===== config.mk =====
export PLATFORM = sky130hd
export DESIGN_NAME = rr_fifo_switch
export DESIGN_NICKNAME = d
export VERILOG_FILES = /design/src/rtl/rr_fifo_switch_pkg.sv /design/src/rtl/rr_rot_pick.sv /design/src/rtl/rr_fifo_switch.sv
export SDC_FILE = /design/constraint.sdc
export NUM_CORES = 1
export LEC_CHECK = 0
export CAP_MARGIN = 25
export CORE_MARGIN = 5
export CORE_UTILIZATION = 35
export DETAILED_ROUTE_END_ITERATION = 8
export PLACE_DENSITY = 0.88
export SLEW_MARGIN = 10
export SYNTH_ARGS = -nofsm -noshare
export SYNTH_HDL_FRONTEND = slang
export SYNTH_SLANG_ARGS = --single-unit

===== constraint.sdc =====
create_clock -name clk -period 3.8 [get_ports clk]
set_input_delay 0.95 -clock clk [delete_from_list [all_inputs] [get_ports clk]]
set_output_delay 0.95 -clock clk [all_outputs]
set_load 0.03 [all_outputs]

===== src/rtl/rr_fifo_switch_pkg.sv =====
// Shared types and helpers for the round-robin FIFO switch.
// Holds the FSM state encoding, channel-index width and destination-field extract.
package rr_pkg;

  typedef enum logic {
    IDLE  = 1'b0,
    GRANT = 1'b1
  } state_t;

  function automatic int ch_width(input int n);
    return (n > 1) ? $clog2(n) : 1;
  endfunction

  // The destination is the top ch_w bits of a word that is data_w bits wide.
  function automatic logic [31:0] dest_of(input logic [63:0] word, input int data_w,
                                          input int ch_w);
    return 32'((word >> (data_w - ch_w)) & ((64'd1 << ch_w) - 64'd1));
  endfunction

endpackage


===== src/rtl/rr_rot_pick.sv =====
// Rotating priority encoder: returns the first set request strictly after ptr,
// wrapping modulo N, with ptr itself considered last.
module rr_rot_pick
  import rr_pkg::*;
#(
  parameter int N    = 4,
  parameter int CH_W = ch_width(N)
) (
  input  logic [N-1:0]    req,
  input  logic [CH_W-1:0] ptr,
  output logic            found,
  output logic [CH_W-1:0] idx
);

  logic [CH_W-1:0] cand;

  always_comb begin
    found = 1'b0;
    idx   = ptr;
    cand  = ptr;
    for (int k = 1; k <= N; k++) begin
      cand = ptr + CH_W'(k);
      if (!found && req[cand]) begin
        found = 1'b1;
        idx   = cand;
      end
    end
  end

endmodule


===== src/rtl/rr_fifo_switch.sv =====
// Round-robin switch from N first-word-fall-through input FIFOs to N output FIFOs,
// routing each word by its destination field with a one-cycle push register.
module rr_fifo_switch
  import rr_pkg::*;
#(
  parameter int  N      = 4,
  parameter int  DATA_W = 10,
  parameter int  BURST  = 1,
  localparam int CH_W   = ch_width(N)
) (
  input  logic                clk,
  input  logic                reset,
  input  logic                enable,
  input  logic [N-1:0]        empty_in,
  input  logic [N*DATA_W-1:0] data_in,
  output logic [N-1:0]        pop_in,
  input  logic [N-1:0]        almost_full_out,
  output logic [N-1:0]        push_out,
  output logic [N*DATA_W-1:0] data_out,
  output logic                grant_valid,
  output logic [CH_W-1:0]     grant_id
);

  localparam int BURST_W = (BURST > 1) ? $clog2(BURST + 1) : 1;

  state_t              state_q, state_d;
  logic [CH_W-1:0]     ptr_q, ptr_d, last_id_q, pick_idx;
  logic [BURST_W-1:0]  burst_q, burst_d;
  logic [N-1:0]        elig, push_q, push_d;
  logic [DATA_W-1:0]   word_q, sel_word;
  logic [CH_W-1:0]     dest [N];
  logic                pick_found, grant, keep;

  always_comb begin
    for (int i = 0; i < N; i++) begin
      dest[i] = CH_W'(dest_of(64'(data_in[i*DATA_W +: DATA_W]), DATA_W, CH_W));
      elig[i] = enable & ~empty_in[i] & ~almost_full_out[dest[i]];
    end
  end

  rr_rot_pick #(
    .N    (N),
    .CH_W (CH_W)
  ) u_pick (
    .req   (elig),
    .ptr   (ptr_q),
    .found (pick_found),
    .idx   (pick_idx)
  );

  // Stay on the current input while its burst allowance lasts, otherwise rotate
  // in the same cycle so a switch never costs a bubble.
  always_comb begin
    state_d = state_q;
    ptr_d   = ptr_q;
    burst_d = burst_q;
    grant   = 1'b0;
    keep    = (state_q == GRANT) && elig[ptr_q] && (burst_q < BURST_W'(BURST));
    if (keep) begin
      grant   = 1'b1;
      burst_d = burst_q + BURST_W'(1);
    end else if (pick_found) begin
      grant   = 1'b1;
      ptr_d   = pick_idx;
      burst_d = BURST_W'(1);
      state_d = GRANT;
    end else begin
      state_d = IDLE;
      burst_d = '0;
    end
    if (!reset) begin
      grant = 1'b0;
    end
  end

  always_comb begin
    pop_in   = '0;
    push_d   = '0;
    sel_word = '0;
    for (int i = 0; i < N; i++) begin
      if (ptr_d == CH_W'(i)) begin
        sel_word = data_in[i*DATA_W +: DATA_W];
      end
    end
    if (grant) begin
      pop_in[ptr_d]       = 1'b1;
      push_d[dest[ptr_d]] = 1'b1;
    end
  end

  assign grant_valid = grant;
  assign grant_id    = grant ? ptr_d : last_id_q;

  // ptr resets to N-1 so the first scan after reset lands on channel 0.
  always_ff @(posedge clk or negedge reset) begin
    if (!reset) begin
      state_q   <= IDLE;
      ptr_q     <= CH_W'(N - 1);
      burst_q   <= '0;
      last_id_q <= '0;
      push_q    <= '0;
      word_q    <= '0;
    end else begin
      state_q <= state_d;
      ptr_q   <= ptr_d;
      burst_q <= burst_d;
      push_q  <= push_d;
      if (grant) begin
        last_id_q <= ptr_d;
        word_q    <= sel_word;
      end
    end
  end

  assign push_out = push_q;
  assign data_out = {N{word_q}};

endmodule


==> flow_metrics.tcl, run 1 <==
set metrics [dict create \
    min_period_ns 3.99 \
    worstPathArrival_ns 3.04 \
    grt_pass1_vias 2153 \
    violations "setup timing" \
    vias_per_cell 5.48 \
    numCtsBuffers 3 \
    synth_ff_type "dfrtp_1" \
    ys_seq_area_share_pct 28.3 \
    dp_hpwl_mm 5.21 \
    rows 26 \
    drive_above_1_share_pct 39.0 \
    hold_violations 0 \
    setup.worst_path.start_class "input port" \
    end_kind "output pin" \
    avgSynthCellArea_sq_um 9.02 \
    peakVddDrop_mv 0.386 \
    synth-async-reset-ratio_pct 100 \
    finalMaxSlewViolations 0 \
    portBuffers 101 \
    ant_nets 0 \
    fin_crit_sh_pct 105 \
    tns_ns -0.995 \
    r2r-end "word_q[0]" \
    ys_types 54 \
    synth_top_area_share_pct 25.4 \
    power_density_mw_per_mm2 808 \
    timing.rr.start "ptr_q[0]" \
    max_slew_margin_pct 74.3 \
    status "complete, but fails checks" \
    p_leak_nw 1.41 \
    core-area_sq_mm 0.00501 \
    die_h_microns 81.3 \
    crit_start "almost_full_out[3]" \
    numClockSinks 20 \
    layout_setup_ws_ns -0.188 \
    dr.pass1.iters 4 \
    path_class "input port to output pin" \
    root_buffer "clkbuf_8" \
    holdCritPathClass "register to register" \
    synth_fp_nets 248 \
    power.total_mw 2.72 \
    post-synth-top-area-cell "dfrtp_1" \
    min_from "last_id_q[0]" \
    max_freq_mhz 251 \
    crit_required_ns 2.85 \
    initial_core_util_pct 35.5 \
    synthToLayoutAreaGrowth_pct 89.2 \
    path_max_fanout 5 \
    fin_skew_ns 0.00118 \
    grt_max_degree 21 \
    max_slew.worst_pin.slew_ns 0.385 \
    clk_pin_slew_ns 0.08 \
    synth_edf_count 0 \
    cts_tree "done" \
    finalSetupViolCount 6 \
    netlist_instances 197 \
    rsz0062_at_grt "yes" \
    syn_area_sq_mm 0.00178 \
    cp-endpoint "pop_in[0]" \
    rrSetupSlack_ns 0.82 \
    antenna_found_initial 0 \
    ys_warn_count 0 \
    routedWlPerCell_microns 19.5 \
    dieArea_sq_mm 0.00660 \
    wl_mm 7.64 \
    ys_top_cells_by_area "dfrtp_1, buf_4, nand3_1, mux2_4, o221a_1" \
    drc 0 \
    grt-ovfl-total 0 \
    htree_levels 1 \
    io_pins 102 \
    fill_cells 370 \
    first_iter_violations 122 \
    fin_hold_ws_ns 0.567 \
    cts_hold_buf 0 \
    worstSkewPairLatency_ns 0.26 \
    num_antenna_cells 0 \
    cap_violations 0 \
    vias 2153 \
    grt_usage_pct 20.3 \
    synth_seq_cells 20 \
    clk_path_buf_depth 2 \
    gp_routability_congestion 0.923 \
    worst_r2r_path_depth 11 \
    final_nets 375 \
    die_x_microns 81.3 \
    grt_pass1_wl_mm 10.4 \
]
layout by cell type (no fill, tap or decap), types with 3 or more instances in the layout:
cell type and instances:
clkbuf_8 3, nand3_1 23, buf_2 3, o21ai_0 9
dlygate4sd2_1 6, clkdlybuf4s15_1 3, buf_6 13, nor3b_2 3
nor2_1 6, clkdlybuf4s50_1 78, o221a_1 8, o211ai_1 3
or3_1 3, nor2_4 5, buf_4 57, and2_4 4
o21ai_1 3, mux2_4 8, dfrtp_1 18, a21oi_1 6
logic make-up after synthesis:
group,share of synthesized area (%)
AOI/OAI and AO/OA,22.3
buffers and inverters,16.1
DFF,28.3
muxes,10.8
and+or+nand+nor,22.6
flip-flops by register name, indices dropped and copies added (netlist names):
register	count
word_q	10
burst_q	1
state_q	1
push_out	4
ptr_q	2
last_id_q	2
timing repair:
action                                  in CTS  in global routing
pin swaps                                   13                 16
endpoints found under the setup margin       8                  7
buffers inserted                             5                 10
gates resized for setup                     66                 22
per-stage QoR:
step / std cells / area, sq um / util (%) / setup WS (ns)
3_5_place_dp: 374 / 2980 / 59.6 / -0.621
4_1_cts: 383 / 3200 / 63.9 / -0.197
2_1_floorplan: 197 / 1840 / - / -0.0634
5_1_grt: 393 / 3360 / 67.1 / -0.294
3_3_place_gp: 374 / 2980 / 59.6 / -0.581
6_report: 393 / 3360 / 67.1 / -0.188
cell type report:
type / instances / area [sq um] / area share (%)
inverter: 4 / 15.0 / 0.447
clock inverter: 1 / 30.0 / 0.894
multi-input combinational: 133 / 1200 / 35.6
timing repair buffer: 162 / 1490 / 44.3
clock buffer: 3 / 41.3 / 1.23
tap: 70 / 87.6 / 2.61
sequential: 20 / 503 / 15.0
report_power, final:
part / leakage [nW] / internal [mW] / switching, mW
Combinational: 1.14 / 0.957 / 1.10
Sequential: 0.235 / 0.308 / 0.130
Clock: 0.0357 / 0.141 / 0.0757
Total: 1.41 / 1.41 / 1.31
worst min path at each step:
stage | end | cells past startpoint | slack [ns]
after floorplan | last_id_q[1] | 2 | 0.64
after global placement | last_id_q[0] | 2 | 0.51
after detailed placement | last_id_q[0] | 2 | 0.53
after CTS | last_id_q[0] | 2 | 0.55
after global routing | last_id_q[0] | 2 | 0.58
final | last_id_q[0] | 2 | 0.57
synth_stat cells (all sizes together) (5+ instances only):
cell type	number
nand3	23
nor2	12
a21oi	7
o21ai	13
o221a	8
clkbuf	9
dfrtp	18
and2	5
mux2	10
buf	31
metal layers:
metal | global-route usage, % | routed length [microns]
met1 | 22.6 | 2820
met3 | 4.21 | 506
met2 | 37.7 | 4120
met4 | 7.26 | 204
met5 | 0 | 0
worst max-delay path, stage by stage:
cell     delay (ns)
buf_8          0.10
mux4_2         0.45
or3_4          0.38
nor3b_4        0.18
nor3b_2        0.30
a31oi_4        0.17
and2_4         0.20
and2_4         0.16
buf_6          0.13
Power figures use the tool's default switching activity.
==> run 2: changes to the inputs <==
--- a/config.mk
+++ b/config.mk
@@ -6,7 +6,8 @@
 export NUM_CORES = 1
 export LEC_CHECK = 0
 export CAP_MARGIN = 25
-export CORE_MARGIN = 5
+export CORE_ASPECT_RATIO = 1.2
+export CORE_MARGIN = 1.5
 export CORE_UTILIZATION = 35
 export DETAILED_ROUTE_END_ITERATION = 8
 export PLACE_DENSITY = 0.88
==> run 2 against run 1 <==
  * The run still ends with setup timing left
  * Total power is 0.41% higher
  * Global-route usage is 4.6 points higher
  * Largest cell class unchanged
  * Sequential cell count stayed put
  * Sequential share of layout area is 0.27 points lower
  * Via count is 2.2% higher
  * Worst hold slack worse by 0.018 ns
==> flow_metrics.tcl, run 2 (synthesis results as in run 1) <==
set metrics [dict create \
    place_ws_ns -0.675 \
    root_buffer "clkbuf_8" \
    layout_setup_ws_ns -0.197 \
    drc 0 \
    numCtsBuffers 3 \
    wl_mm 7.34 \
    max_freq_mhz 250 \
    io_pins 102 \
    max_stage_delay_ns 0.44 \
    htree_levels 1 \
    path_class "input port to output pin" \
    cap_violations 0 \
    cts_tree "done" \
    grt_pass1_wl_mm 10.4 \
    peakVddDrop_mv 0.369 \
    grt_max_degree 21 \
    r2r-end "push_out[1]" \
    hold_violations 0 \
    numClockSinks 20 \
    crit_chain "buf_8 -> mux4_2 -> or3_4 -> o22ai_2 -> a311o_2 -> o21a_1 -> nor2_4 -> buf_12 -> a21oi_4 -> buf_6" \
    finalSetupViolCount 11 \
    grt_usage_pct 24.9 \
    fin_skew_ns 0.00437 \
    fin_crit_sh_pct 105 \
    routedWlPerCell_microns 18.6 \
    cts_hold_buf 0 \
    initial_core_util_pct 36.2 \
    ant_nets 0 \
    max_slew.worst_pin.slew_ns 0.382 \
    dr.pass1.iters 4 \
    hold_end "last_id_q[1]" \
    path_delay_family "compound AO/OA/AOI/OAI gates" \
    max_slew_margin_pct 74.5 \
    die_h_microns 81.1 \
    power_density_mw_per_mm2 797 \
    finalMaxSlewViolations 0 \
    whs_path_depth 2 \
    violations "setup timing" \
    layout_commonest_cell "clkdlybuf4s50_1" \
    dieArea_sq_mm 0.00551 \
    min_period_ns 4.00 \
    crit_required_ns 2.85 \
    final_cell_mix "clkdlybuf4s50_1, buf_4, nand3_1" \
    setup.worst_path.start_class "input port" \
    drive_above_1_share_pct 42.2 \
    dp_hpwl_mm 4.74 \
    core-area_sq_mm 0.00490 \
    gp_routability_congestion 0.904 \
    worstPathArrival_ns 3.05 \
    path_max_fanout 4 \
    vias 2200 \
    crit_slowest_cell "mux4_2" \
    rsz0062_at_grt "yes" \
    rrSetupSlack_ns 0.32 \
    final_nets 386 \
    largest_reg_flops 10 \
    rows 28 \
    worstSkewPairLatency_ns 0.26 \
    path_buf_inv 3 \
    fin_util_pct 69.8 \
    tns_ns -1.11 \
    p_leak_nw 1.48 \
    clk_path_buf_depth 2 \
    die_x_microns 68.0 \
    vias_per_cell 5.58 \
    status "complete, but fails checks" \
    synthToLayoutAreaGrowth_pct 92.7 \
    min_from "last_id_q[1]" \
    grt-ovfl-total 0 \
    num_antenna_cells 0 \
    antenna_found_initial 0 \
    portBuffers 101 \
    power.total_mw 2.73 \
    top_register "word_q" \
    clk_pin_slew_ns 0.08 \
    timing.rr.start "ptr_q[0]" \
    first_iter_violations 170 \
    holdCritPathClass "register to register" \
    grt_pass1_vias 2198 \
    worst_r2r_path_depth 18 \
    end_kind "output pin" \
]
==> run 2: cell types whose count changed in the layout (fill, tap and decap cells not counted), sizes merged <==
cell	change
clkbuf	+5
buf	+11
clkdlybuf4s15	-1
dlygate4sd2	-4
==> run 2: how the worst max path moves through the flow <==
stage	startpoint	endpoint	slack [ns]	cells after the start
detailed placement	data_in[28]	pop_in[2]	-0.68	10
CTS	data_in[28]	pop_in[0]	-0.22	10
global route	almost_full_out[3]	pop_in[0]	-0.23	11
floorplan	data_in[28]	pop_in[2]	-0.06	9
global placement	data_in[28]	pop_in[2]	-0.64	10
finish	almost_full_out[3]	grant_id[0]	-0.20	10
==> run 2: cell type report <==
| type | instances | area (sq um) |
|---|---|---|
| Inverter | 4 | 17.5 |
| Multi-Input combinational cell | 133 | 1190 |
| Fill cell | 347 | 1480 |
| Timing Repair Buffer | 173 | 1560 |
| Sequential cell | 20 | 503 |
| Tap cell | 60 | 75.1 |
| Clock buffer | 3 | 41.3 |
| Clock inverter | 1 | 30.0 |
==> run 2: per-layer routing <==
layer | track usage (%) | vias up | share of wire [%]
li1 | - | 989 | -
met1 | 27.2 | 1047 | 35
met2 | 45.1 | 130 | 54
met3 | 2.77 | 34 | 6.3
met4 | 14.2 | 0 | 4.8
met5 | 0 | - | 0
==> run 2: power breakdown <==
| part | internal, mW | switching (mW) | leakage (nW) |
|---|---|---|---|
| clock network | 0.141 | 0.0789 | 0.0357 |
| registers | 0.308 | 0.136 | 0.235 |
| logic | 0.970 | 1.09 | 1.21 |
| total | 1.42 | 1.31 | 1.48 |
==> run 2: repair_timing <==
item	CTS	global route
pin swaps	13	14
endpoints found under the setup margin	7	12
setup buffers	18	9
resized for setup	72	28
==> run 2: tightest hold or removal path: cells and delay by family (launching register included) <==
kind,cells,cell delay [ns]
AND/OR/NAND/NOR,2,0.15
flip-flops,1,0.36
==> run 2: stage by stage <==
stage          hold WS [ns]  instances  instance area, sq um
2_1_floorplan         0.643        197                  1840
3_3_place_gp          0.513        365                  2990
3_5_place_dp          0.518        365                  2990
4_1_cts               0.562        387                  3310
5_1_grt               0.568        394                  3420
6_report              0.549        394                  3420
